**src/rtl/data_memory_arbiter.sv**
```systemverilog
// Round-robin, burst-limited arbiter sharing one data_memory port between port A and port B.
// Optional write protection for port B below PROTECT_LIMIT: DATA_MEMORY_ARBITER_PROTECT_EN.
module data_memory_arbiter #(
  parameter int unsigned MAX_BURST = 4
`ifdef DATA_MEMORY_ARBITER_PROTECT_EN
  , parameter logic [29:0] PROTECT_LIMIT = 30'h00000100
`endif
) (
  input  logic        clock,
  input  logic        reset,
  input  logic        a_req_valid,
  output logic        a_req_ready,
  input  logic        a_write_enable,
  input  logic [29:0] a_address,
  input  logic [31:0] a_write_input,
  output logic        a_resp_valid,
  output logic [31:0] a_read_result,
  input  logic        b_req_valid,
  output logic        b_req_ready,
  input  logic        b_write_enable,
  input  logic [29:0] b_address,
  input  logic [31:0] b_write_input,
  output logic        b_resp_valid,
  output logic [31:0] b_read_result,
  output logic        b_resp_error,
  output logic [29:0] mem_address,
  output logic        mem_write_enable,
  output logic [31:0] mem_write_input,
  input  logic [31:0] mem_read_result
);

  typedef enum logic {OWNER_A = 1'b0, OWNER_B = 1'b1} owner_t;

  localparam logic [3:0] MAX_BURST_W = 4'(MAX_BURST);

  // Handshake: a request moves on a posedge with valid=1 and ready=1; ready is a pure
  // function of both valids and the arbitration state, and is never raised without valid.
  owner_t     last_owner, next_last_owner, grant_owner;
  logic [3:0] burst_count, next_burst_count;
  logic       a_wins_tie, a_grant, b_grant, transfer, grant_we;
  logic [29:0] grant_address;
  logic [31:0] grant_wdata;

  owner_t acc_owner;
  logic   acc_active, acc_we, acc_blocked, grant_blocked;

  always_comb begin
    a_wins_tie = (last_owner == OWNER_A) ? (burst_count <  MAX_BURST_W)
                                         : (burst_count >= MAX_BURST_W);
    a_grant       = a_req_valid && (!b_req_valid || a_wins_tie);
    b_grant       = b_req_valid && (!a_req_valid || !a_wins_tie);
    transfer      = a_grant || b_grant;
    grant_owner   = a_grant ? OWNER_A : OWNER_B;
    grant_we      = a_grant ? a_write_enable : b_write_enable;
    grant_address = a_grant ? a_address : b_address;
    grant_wdata   = a_grant ? a_write_input : b_write_input;
  end

  assign a_req_ready = a_grant;
  assign b_req_ready = b_grant;

`ifdef DATA_MEMORY_ARBITER_PROTECT_EN
  assign grant_blocked = b_grant && b_write_enable && (b_address < PROTECT_LIMIT);
`else
  assign grant_blocked = 1'b0;
`endif

  always_comb begin
    next_last_owner  = last_owner;
    next_burst_count = burst_count;
    if (!transfer) begin
      next_burst_count = 4'd0;
    end else if (grant_owner == last_owner) begin
      if (burst_count < MAX_BURST_W) next_burst_count = burst_count + 4'd1;
    end else begin
      next_last_owner  = grant_owner;
      next_burst_count = 4'd1;
    end
  end

  always_ff @(posedge clock or negedge reset) begin
    if (!reset) begin
      last_owner  <= OWNER_A;
      burst_count <= 4'd0;
    end else begin
      last_owner  <= next_last_owner;
      burst_count <= next_burst_count;
    end
  end

  // Access register: mem_address/mem_write_input keep their last value while idle.
  always_ff @(posedge clock or negedge reset) begin
    if (!reset) begin
      acc_active      <= 1'b0;
      acc_owner       <= OWNER_A;
      acc_we          <= 1'b0;
      acc_blocked     <= 1'b0;
      mem_address     <= '0;
      mem_write_input <= '0;
    end else begin
      acc_active <= transfer;
      if (transfer) begin
        acc_owner       <= grant_owner;
        acc_we          <= grant_we;
        acc_blocked     <= grant_blocked;
        mem_address     <= grant_address;
        mem_write_input <= grant_wdata;
      end
    end
  end

  assign mem_write_enable = acc_active && acc_we && !acc_blocked;

  always_ff @(posedge clock or negedge reset) begin
    if (!reset) begin
      a_resp_valid  <= 1'b0;
      b_resp_valid  <= 1'b0;
      a_read_result <= '0;
      b_read_result <= '0;
    end else begin
      a_resp_valid <= acc_active && (acc_owner == OWNER_A);
      b_resp_valid <= acc_active && (acc_owner == OWNER_B);
      if (acc_active && (acc_owner == OWNER_A) && !acc_we) a_read_result <= mem_read_result;
      if (acc_active && (acc_owner == OWNER_B) && !acc_we) b_read_result <= mem_read_result;
    end
  end

`ifdef DATA_MEMORY_ARBITER_PROTECT_EN
  always_ff @(posedge clock or negedge reset) begin
    if (!reset) b_resp_error <= 1'b0;
    else        b_resp_error <= acc_active && (acc_owner == OWNER_B) && acc_blocked;
  end
`else
  assign b_resp_error = 1'b0;
`endif

endmodule

```
**config.mk**
```make
export PLATFORM = sky130hd
export DESIGN_NAME = data_memory_arbiter
export DESIGN_NICKNAME = d
export VERILOG_FILES = /design/src/rtl/data_memory_arbiter.sv
export SDC_FILE = /design/constraint.sdc
export NUM_CORES = 1
export LEC_CHECK = 0
export ABC_AREA = 1
export CAP_MARGIN = 15
export CORE_MARGIN = 2
export CORE_UTILIZATION = 30
export CTS_BUF_LIST = sky130_fd_sc_hd__clkbuf_2
export CTS_CLUSTER_DIAMETER = 50
export DETAILED_ROUTE_END_ITERATION = 10
export GPL_TIMING_DRIVEN = 1
export HOLD_SLACK_MARGIN = 0.08
export PLACE_DENSITY_LB_ADDON = 0.3
export REMOVE_ABC_BUFFERS = 1
export SLEW_MARGIN = 10
export SYNTH_ARGS = -nofsm -noshare
export SYNTH_HDL_FRONTEND = slang
export SYNTH_SLANG_ARGS = --single-unit
```
**constraint.sdc**
```tcl
create_clock -name clock -period 1.85 [get_ports clock]
set_input_delay 0.2775 -clock clock [delete_from_list [all_inputs] [get_ports clock]]
set_output_delay 0.2775 -clock clock [all_outputs]
set_load 0.005 [all_outputs]
```
==> impl_metrics.py, run 1 <==
metrics = {
    "outcome": {
        "status": "finished, violations left",
        "violations": "setup timing",
    },
    "routing": {
        "wl_um": 20490,
        "drc": 0,
        "drt_iter0_drc": 224,
        "viasPerCell": 4.295,
        "ant_nets": 0,
        "dr.pass1.iters": 6,
        "wl_per_cell_um": 13.84,
        "vias": 6356,
    },
    "power_and_ir_drop": {
        "swShare_pct": 33.09,
        "pwr-share-clk_pct": 21.8,
        "power.internal_uw": 6252,
        "p_sw_uw": 3092,
        "leakagePower_uw": 0.005696,
        "power_density_nw_per_um2": 886.7,
        "combPwrFrac_pct": 34.5,
        "p_seq_share_pct": 43.7,
        "peakVddDrop_uv": 296.6,
    },
    "clock_tree": {
        "clock_latency_ps": 700,
        "cts_sinks": 136,
        "cts.htree.levels": 4,
        "cts_max_path_buffers": 2,
        "root_buffer": "clkbuf_2",
        "cts.clk_slew.worst_paths_ps": 260,
        "cts_buffers": 17,
        "cts_tree": "yes",
    },
    "setup_path": {
        "r2r_start": "burst_count[3]$_DFFE_PN0P_",
        "required_ps": 1570,
        "max_stage_delay_ps": 470,
        "crit_path_frequent_cell": "nand2_1",
        "critPathLaunchType": "flop",
        "path_class": "flop to primary output",
        "r2r_cells": 11,
        "crit_buf_inv": 2,
        "crit_path_end_kind": "primary output",
        "r2r_setup_slack_ps": 180,
        "crit_fanout": 3,
        "cp_top_family": "flip-flops",
        "crit_cells": 7,
        "path_cells": "nor2_4 > nand2_1 > nand2_1 > nand2_2 > nand2_4 > inv_2 > buf_6",
        "worstReg2RegEnd": "mem_write_input[16]$_DFFE_PN0P_",
        "crit_path_top_delay_cell": "dfrtp_1",
        "cp.arrival_ps": 1680,
    },
    "die": {
        "floorplan.rows": 53,
        "pin_count": 294,
        "die_area_sq_um": 22560,
        "die_h_um": 150.2,
        "core-area_sq_um": 21020,
        "die_w_um": 150.2,
        "initial_utilization_pct": 30.51,
    },
    "min_path": {
        "min_path_type": "primary input to flop",
        "hold-path-endpoint": "mem_write_input[8]$_DFFE_PN0P_",
        "hold-path-cell-count": 5,
        "holdCritStartpoint": "b_write_input[8]",
    },
    "logic_synthesis": {
        "synth_edf_count": 0,
        "ys_warn_count": 0,
        "yosys_register_bits": 136,
        "synth_cells": 824,
        "ys_types": 20,
        "yosysSeqAreaShare_pct": 53.06,
        "ys.flop_type": "dfrtp_1",
        "syn_avg_cell_area_sq_um": 7.784,
        "async_flop_share_pct": 100.0,
        "syn_area_sq_um": 6414,
    },
    "cells_and_area": {
        "fin_util_pct": 50.13,
        "final_area_sq_um": 10540,
        "nets": 1355,
        "area_growth_pct": 64.32,
        "final_layout_size_suffix_gt1_share_pct": 9.710,
        "num_antenna_cells": 0,
    },
    "grt": {
        "grt_pass1_wl_um": 31140,
        "grt_pass1_vias": 6030,
        "grt_max_degree": 59,
        "grt_use_total_pct": 17.83,
        "overflow": 0,
        "antenna_found_initial": 1,
    },
    "timing": {
        "finalSetupTns_ps": -192.4,
        "rsz0062_at_grt": "yes",
        "finalCritPeriodShare_pct": 105.9,
        "fin_ws_ps": -109.4,
        "fmax_ghz": 0.5104,
        "min_period_ps": 1959,
        "skew_ps": 41.23,
        "drv_slew": 0,
        "finalHoldViolCount": 0,
        "setup_violations": 2,
    },
    "placement": {
        "hpwlAfterDp_um": 14120,
        "place_area_sq_um": 9673,
        "numPortBuffers": 292,
        "place.gp.congestion": 0.8378,
    },
    "job": {
        "maxCapViolCount": 0,
    },
}
==> metrics by stage <==
step | std cells | total power, uW | setup slack, ps | hold WS [ps]
2_1_floorplan | 778 | 5218 | -861.6 | -18.09
3_3_place_gp | 1367 | 7555 | 35.83 | 206.9
3_5_place_dp | 1367 | 7611 | 13.54 | 200.9
4_1_cts | 1456 | 9379 | -203.0 | 82.58
5_1_grt | 1480 | 10070 | -294.4 | 84.47
6_report | 1480 | 9345 | -109.4 | 159.0
==> cell usage after synthesis (2+ instances only) <==
master	number	share of area (%)
nand2_1	390	23
nand3_2	19	3.0
o211ai_1	2	0.23
clkbuf_1	18	1.1
o21ai_0	65	5.1
buf_6	13	2.3
nor2_1	7	0.41
dfrtp_1	136	53
buf_4	3	0.35
nand3_1	44	3.4
inv_1	105	6.1
buf_2	12	0.94
a21oi_1	3	0.23
==> timing repair <==
action / 4_1_cts / 5_1_grt
setup endpoints to repair: 131 / 14
gates resized for setup: 139 / 12
pin swaps: 5 / 6
hold buffers: 34 / 15
setup buffers: 23 / 9
hold endpoints to repair: 180 / 20
==> power groups by stage <==
stage | logic [uW] | registers, uW | clock network [uW]
after floorplan | 1010 | 4210 | 0
after global placement | 3390 | 4170 | 0
after detailed placement | 3430 | 4180 | 0
after CTS | 3170 | 4090 | 2120
after global routing | 3620 | 4180 | 2270
final | 3220 | 4090 | 2040
==> area by class of cell <==
class | count | area [sq um]
fill | 2075 | 10480
timing repair buffer | 395 | 3789
sequential | 136 | 3403
multi-input combinational | 537 | 2335
inverter | 105 | 394.1
tap | 275 | 344.1
clock inverter | 15 | 188.9
clock buffer | 17 | 85.08
==> cells in the final DEF, fill, tap and decap left out, types with 2 or more instances in the layout <==
master           netlist  final
nand2_1              390    387
clkdlybuf4s50_1        0    159
dfrtp_1              136    136
dlygate4sd2_1          0    119
inv_1                105    104
o21ai_0               65     64
dlygate4sd3_1          0     48
nand3_1               44     44
buf_4                  3     44
nand3_2               19     19
clkbuf_2               0     17
buf_12                 0     10
clkdlybuf4s15_1        0     10
nor2_1                 7      6
inv_6                  0      6
nand2_2                1      4
a21oi_1                3      3
clkinvlp_4             0      3
bufinv_16              0      3
buf_6                 13      3
nor2_4                 1      2
o211ai_1               2      2
buf_2                 12      2
==> state kept, by name, indices dropped and copies added, names as in the netlist, 4 cells and up <==
name             flops
a_read_result       32
b_read_result       32
burst_count          4
mem_write_input     32
mem_address         30
==> logic make-up after synthesis <==
group           Yosys count  share of synthesized area [%]
fa+ha+maj                 1                         0.1951
xor+xnor                  1                         0.1366
other cells               1                        0.05847
mux                       1                         0.1561
flops                   136                          53.06
buf+inv                 151                          10.77
compound gates           70                          5.540
simple gates            463                          30.08
==> per-layer routing <==
metal / share of wire, % / wire length [um] / global-route usage (%) / vias up
met5: 0.063 / 13 / 0 / -
met4: 1.4 / 284 / 4.387 / 2
met3: 10 / 2135 / 7.515 / 17
met2: 46 / 9384 / 29.27 / 256
met1: 42 / 8671 / 21.72 / 2860
li1: - / - / - / 3221
==> worst max-delay path by stage <==
stage                            endpoint                        from  slack, ps
3_5_place_dp                  a_req_ready                 b_req_valid         10
6_report                      a_req_ready  burst_count[3]$_DFFE_PN0P_       -110
5_1_grt                       a_req_ready  burst_count[3]$_DFFE_PN0P_       -290
2_1_floorplan  burst_count[1]$_DFFE_PN0P_                 a_req_valid       -860
4_1_cts                       a_req_ready  burst_count[2]$_DFFE_PN0P_       -200
3_3_place_gp                  a_req_ready                 b_req_valid         40
==> worst register-to-register path, stage by stage (launching register included) <==
cell and delay [ps]:
dfrtp_1 470, nor2_4 120, nand2_1 50, nand2_1 90, nand2_2 80, nand2_4 70
buf_4 100, buf_4 100, buf_6 270, nand2_1 120, nand2_1 70, nand2_1 50
No activity file was read; power rests on OpenSTA's default activity.
==> run 2: changes to the inputs <==
--- a/config.mk
+++ b/config.mk
@@ -8,9 +8,8 @@
 export ABC_AREA = 1
 export CAP_MARGIN = 15
 export CORE_MARGIN = 2
-export CORE_UTILIZATION = 30
+export CORE_UTILIZATION = 43
 export CTS_BUF_LIST = sky130_fd_sc_hd__clkbuf_2
-export CTS_CLUSTER_DIAMETER = 50
 export DETAILED_ROUTE_END_ITERATION = 10
 export GPL_TIMING_DRIVEN = 1
 export HOLD_SLACK_MARGIN = 0.08
==> run 2 against run 1 <==
- the flow still finishes with violations (setup timing)
- design area down 6.1%
- critical endpoint unchanged
- sequential power about the same
- largest cell class is now sequential cells
- clock power down 16%
- global-route usage up 6.0 points
==> impl_metrics.py, run 2 (synthesis gave the netlist of run 1 again) <==
metrics = {
    "outcome": {
        "status": "finished, violations left",
        "violations": "setup timing",
    },
    "setup_path": {
        "crit_path_end_kind": "primary output",
        "r2r_setup_slack_ps": 110,
        "path_cells": "inv_1 > o21ai_2 > nand2_2 > nand2_4 > nand2_4 > inv_2 > buf_6",
        "max_stage_delay_ps": 440,
        "critPathLaunchType": "flop",
        "cp-startpoint": "last_owner$_DFFE_PN0P_",
        "r2r_start": "burst_count[2]$_DFFE_PN0P_",
        "path_class": "flop to primary output",
        "required_ps": 1570,
        "cp.arrival_ps": 1690,
        "crit_path_frequent_cell": "nand2_4",
        "crit_fanout": 4,
        "crit_path_top_delay_cell": "dfrtp_1",
    },
    "routing": {
        "wl_per_cell_um": 13.97,
        "ant_nets": 0,
        "drc": 0,
        "dr.pass1.iters": 4,
        "wl_um": 18740,
        "viasPerCell": 4.582,
        "vias": 6145,
        "drt_iter0_drc": 312,
    },
    "timing": {
        "finalHoldViolCount": 0,
        "finalCritPeriodShare_pct": 106.4,
        "rsz0062_at_grt": "yes",
        "fmax_ghz": 0.5080,
        "setup_violations": 2,
        "finalSetupTns_ps": -225.8,
        "min_period_ps": 1969,
        "worstMarginPinSlew_ps": 685.7,
        "drv_slew": 0,
        "slew_headroom_pct": 54.29,
        "fin_ws_ps": -118.5,
        "skew_ps": 23.89,
    },
    "placement": {
        "numPortBuffers": 292,
        "pre_cts_ws_ps": -31.15,
        "place_area_sq_um": 9509,
        "post-place-cells": 1271,
        "place.gp.congestion": 0.7868,
        "hpwlAfterDp_um": 13020,
    },
    "min_path": {
        "holdCritStartpoint": "mem_read_result[15]",
        "min_path_type": "primary input to flop",
    },
    "power_and_ir_drop": {
        "swShare_pct": 32.62,
        "power.internal_uw": 5990,
        "peakVddDrop_uv": 400.8,
        "combPwrFrac_pct": 34.9,
        "p_sw_uw": 2900,
        "leakagePower_uw": 0.005477,
        "p_seq_share_pct": 45.8,
        "pwr-share-clk_pct": 19.3,
        "power_density_nw_per_um2": 898.0,
    },
    "clock_tree": {
        "cts.clk_slew.worst_paths_ps": 190,
        "cts_sinks": 136,
        "cts_tree": "yes",
        "cts.htree.levels": 4,
        "cts_buffers": 17,
        "clock_latency_ps": 710,
        "root_buffer": "clkbuf_2",
        "cts_max_path_buffers": 2,
    },
    "cells_and_area": {
        "area_growth_pct": 54.35,
        "finalNonFillerCells": 1341,
        "reg_top3": "a_read_result x32, b_read_result x32, mem_write_input x32",
        "final_cell_mix": "nand2_1, clkdlybuf4s50_1, dfrtp_1",
        "final_layout_size_suffix_gt1_share_pct": 9.429,
        "fin_util_pct": 68.11,
        "nets": 1306,
        "final_common_cell": "nand2_1",
        "n_fill_cell": 1273,
        "final_area_sq_um": 9899,
    },
    "grt": {
        "overflow": 0,
        "grt_pass1_wl_um": 29950,
        "grt_max_degree": 65,
        "antenna_found_initial": 1,
        "grt_use_total_pct": 23.86,
        "grt_pass1_vias": 5945,
    },
    "die": {
        "die_h_um": 126.1,
        "pin_count": 294,
        "floorplan.rows": 44,
        "initial_utilization_pct": 44.13,
        "die_area_sq_um": 15910,
        "die_w_um": 126.1,
        "core-area_sq_um": 14530,
    },
    "job": {
        "maxCapViolCount": 0,
    },
}
run 2: power groups by stage:
stage / combinational, uW / clock, uW / sequential, uW
finish: 3100 / 1710 / 4070
global route: 3470 / 1900 / 4170
CTS: 3120 / 1760 / 4060
detailed placement: 3400 / 0 / 4150
global placement: 3340 / 0 / 4140
floorplan: 1010 / 0 / 4210
run 2: repair_timing:
item	CTS	global route
gates resized for setup	142	5
setup endpoints to repair	131	11
endpoints found under the hold margin	153	6
buffers inserted	27	0
pin swaps	2	1
hold buffers	6	4
run 2: cell type report:
type | instances | area [sq um] | area share, %
diodes | 1 | 2.502 | 0.02528
well taps | 184 | 230.2 | 2.326
clock inverters | 13 | 131.4 | 1.327
clock buffers | 19 | 95.09 | 0.9606
multi-input cells | 537 | 2351 | 23.75
repair buffers | 346 | 3292 | 33.25
flip-flops and latches | 136 | 3403 | 34.38
inverters | 105 | 394.1 | 3.981
run 2: worst paths after layout:
kind,end,cells after the start
setup / recovery,a_req_ready,7
hold / removal,b_read_result[15]$_DFFE_PN0P_,3
setup reg to reg,mem_write_input[22]$_DFFE_PN0P_,8
hold reg to reg,mem_address[2]$_DFFE_PN0P_,2
max in group asynchronous,mem_address[3]$_DFFE_PN0P_,4
min in group asynchronous,a_read_result[25]$_DFFE_PN0P_,3
run 2: worst max-delay path, delay by kind of cell (launching register included):
kind                   cells  cell delay [ps]
AOI/OAI and AO/OA          1               80
buffers and inverters      3              260
and+or+nand+nor            3              230
DFF                        1              440
run 2: metrics by stage:
step	power (uW)	hold slack, ps
after floorplan	5218	-18.09
after detailed placement	7556	247.2
after global routing	9535	80.13
after CTS	8943	81.09
final	8890	136.0
after global placement	7473	246.0
run 2: routing by layer:
metal,part of all wire [%],wire [um],track usage [%],vias to the layer above
met5,0,0,0,-
met1,41,7681,28.75,2747
met3,8.9,1664,8.454,27
met4,1.9,350,7.498,0
li1,-,-,-,3127
met2,48,9040,40.20,244
==> run 3: changes to the inputs <==
--- a/config.mk
+++ b/config.mk
@@ -13,7 +13,7 @@
 export DETAILED_ROUTE_END_ITERATION = 10
 export GPL_TIMING_DRIVEN = 1
 export HOLD_SLACK_MARGIN = 0.08
-export PLACE_DENSITY_LB_ADDON = 0.3
+export PLACE_DENSITY = 0.88
 export REMOVE_ABC_BUFFERS = 1
 export SLEW_MARGIN = 10
 export SYNTH_ARGS = -nofsm -noshare
==> run 3 against run 2 <==
- the run still ends with setup timing left
- hold slack improved by 35 ps
- setup slack got worse by 47 ps
- global-route usage increased by 1.6 points
- via count increased by 6.1%
- clock power decreased by 3%
- clock-buffer cell count increased by 3
- routed wire length increased by 10%
- core utilization increased by 1.3 points
- final cell count increased by 1.5%
- flip-flop and latch count unchanged
- sequential share of layout area decreased by 0.64 points
- total power increased by 3.1%
- largest power group unchanged
- highest routed layer unchanged
==> impl_metrics.py, run 3 (synthesis gave the netlist of run 1 again) <==
metrics = {
    "outcome": {
        "status": "finished, violations left",
        "violations": "setup timing",
    },
    "grt": {
        "antenna_found_initial": 0,
        "grt_pass1_wl_um": 32130,
        "grt_pass1_vias": 6435,
        "overflow": 0,
        "grt_max_degree": 65,
        "grt_use_total_pct": 25.42,
    },
    "timing": {
        "worstMarginPinSlew_ps": 546.3,
        "fmax_ghz": 0.4963,
        "finalCritPeriodShare_pct": 108.9,
        "finalHoldViolCount": 0,
        "drv_slew": 0,
        "min_period_ps": 2015,
        "fin_ws_ps": -165.1,
        "slew_headroom_pct": 63.58,
        "rsz0062_at_grt": "yes",
        "setup_violations": 2,
        "skew_ps": 26.55,
    },
    "die": {
        "die_area_sq_um": 15910,
        "initial_utilization_pct": 44.13,
        "pin_count": 294,
        "die_w_um": 126.1,
        "floorplan.rows": 44,
        "die_h_um": 126.1,
        "core-area_sq_um": 14530,
    },
    "clock_tree": {
        "cts.clk_slew.worst_paths_ps": 180,
        "cts_tree": "yes",
        "cts_max_path_buffers": 2,
        "clock_latency_ps": 680,
        "root_buffer": "clkbuf_2",
        "cts_sinks": 136,
        "cts.htree.levels": 4,
        "cts_buffers": 17,
    },
    "cells_and_area": {
        "area_growth_pct": 57.30,
        "num_antenna_cells": 0,
        "nets": 1329,
        "final_area_sq_um": 10090,
        "seq_area_sq_um": 3403,
        "n_fill_cell": 1132,
        "final_common_cell": "nand2_1",
        "reg_top3": "a_read_result x32, b_read_result x32, mem_write_input x32",
        "final_cell_mix": "nand2_1, clkdlybuf4s50_1, dfrtp_1",
        "final_layout_size_suffix_gt1_share_pct": 11.47,
        "multi_input_area_sq_um": 2337,
    },
    "routing": {
        "drc": 0,
        "wl_met2_um": 10340,
        "wl_met1_um": 7727,
        "top_layer": "met4",
        "wl_met3_um": 1814,
        "dr.pass1.iters": 6,
        "viasPerCell": 4.789,
        "ant_nets": 0,
        "vias": 6518,
        "wl_per_cell_um": 15.16,
        "drt_iter0_drc": 417,
        "wl_um": 20640,
    },
    "power_and_ir_drop": {
        "p_sw_uw": 2978,
        "total_power_uw": 9167,
        "pwr-share-clk_pct": 18.1,
        "power_density_nw_per_um2": 908.7,
        "p_seq_share_pct": 44.7,
        "power.internal_uw": 6189,
        "peakVddDrop_uv": 326.3,
        "swShare_pct": 32.49,
        "leakagePower_uw": 0.005619,
        "combPwrFrac_pct": 37.2,
    },
    "min_path": {
        "min_path_type": "primary input to flop",
    },
    "job": {
        "maxCapViolCount": 0,
    },
    "setup_path": {
        "crit_path_end_kind": "primary output",
        "max_stage_delay_ps": 450,
        "required_ps": 1570,
        "crit_path_top_delay_cell": "dfrtp_1",
        "critPathLaunchType": "flop",
        "path_class": "flop to primary output",
        "path_cells": "nor2_4 > nand2_1 > nand2_1 > nand2_2 > buf_6 > nand2_4 > inv_4 > buf_6",
        "crit_fanout": 3,
        "cp.arrival_ps": 1740,
    },
    "placement": {
        "place_area_sq_um": 9537,
        "numPortBuffers": 292,
        "hpwlAfterDp_um": 13910,
        "place.gp.congestion": 0.8129,
    },
}
-- run 3: repair_timing --
item	in CTS	in global routing
setup endpoints to repair	131	58
hold buffers	5	0
hold endpoints to repair	140	0
pin swaps	3	1
gates resized for setup	142	4
setup buffers	50	1
cloned	0	3
-- run 3: power groups by stage --
stage | registers [uW] | logic (uW) | clock network [uW]
6_report | 4090 | 3410 | 1660
5_1_grt | 4180 | 3750 | 1840
4_1_cts | 4070 | 3330 | 1720
3_5_place_dp | 4180 | 3430 | 0
3_3_place_gp | 4140 | 3320 | 0
2_1_floorplan | 4210 | 1010 | 0
-- run 3: worst paths after layout --
check	endpoint	slack [ps]	cells past startpoint	start
max in group asynchronous	mem_address[0]$_DFFE_PN0P_	600	4	reset
min reg2reg	mem_address[8]$_DFFE_PN0P_	500	2	mem_address[8]$_DFFE_PN0P_
max	a_req_ready	-170	8	burst_count[3]$_DFFE_PN0P_
max reg2reg	mem_write_input[22]$_DFFE_PN0P_	150	10	burst_count[2]$_DFFE_PN0P_
min	b_read_result[8]$_DFFE_PN0P_	170	3	mem_read_result[8]
min in group asynchronous	b_read_result[16]$_DFFE_PN0P_	660	3	reset
-- run 3: final cells by class --
class / instances / area share (%)
Timing Repair Buffer: 369 / 34.80
Multi-Input combinational cell: 537 / 23.17
Clock inverter: 8 / 0.9922
Sequential cell: 136 / 33.73
Inverter: 105 / 3.932
Tap cell: 184 / 2.282
Clock buffer: 22 / 1.091
-- run 3: layer usage --
metal	up-vias	GRT usage [%]
li1	3167	-
met4	0	10.80
met3	58	8.454
met2	312	43.74
met5	-	0
met1	2981	28.99
-- run 3: worst max-delay path, delay by kind of cell (launching register included) --
family / cells / cell delay, ps
flops: 1 / 450
simple gates: 5 / 380
buf+inv: 3 / 250
-- run 3: stage by stage --
step                      worst slack, ps  hold slack, ps  setup TNS, ps  utilization (%)  instances
after floorplan                    -861.6          -18.09         -45800                -        778
after global placement              36.95           282.2              0            65.62       1273
after detailed placement            14.19           280.6              0            65.62       1273
after CTS                          -247.9           90.07         -459.4            68.90       1358
after global routing               -329.2           103.6         -629.8            69.41       1361
final                              -165.1           170.8         -300.9            69.41       1361
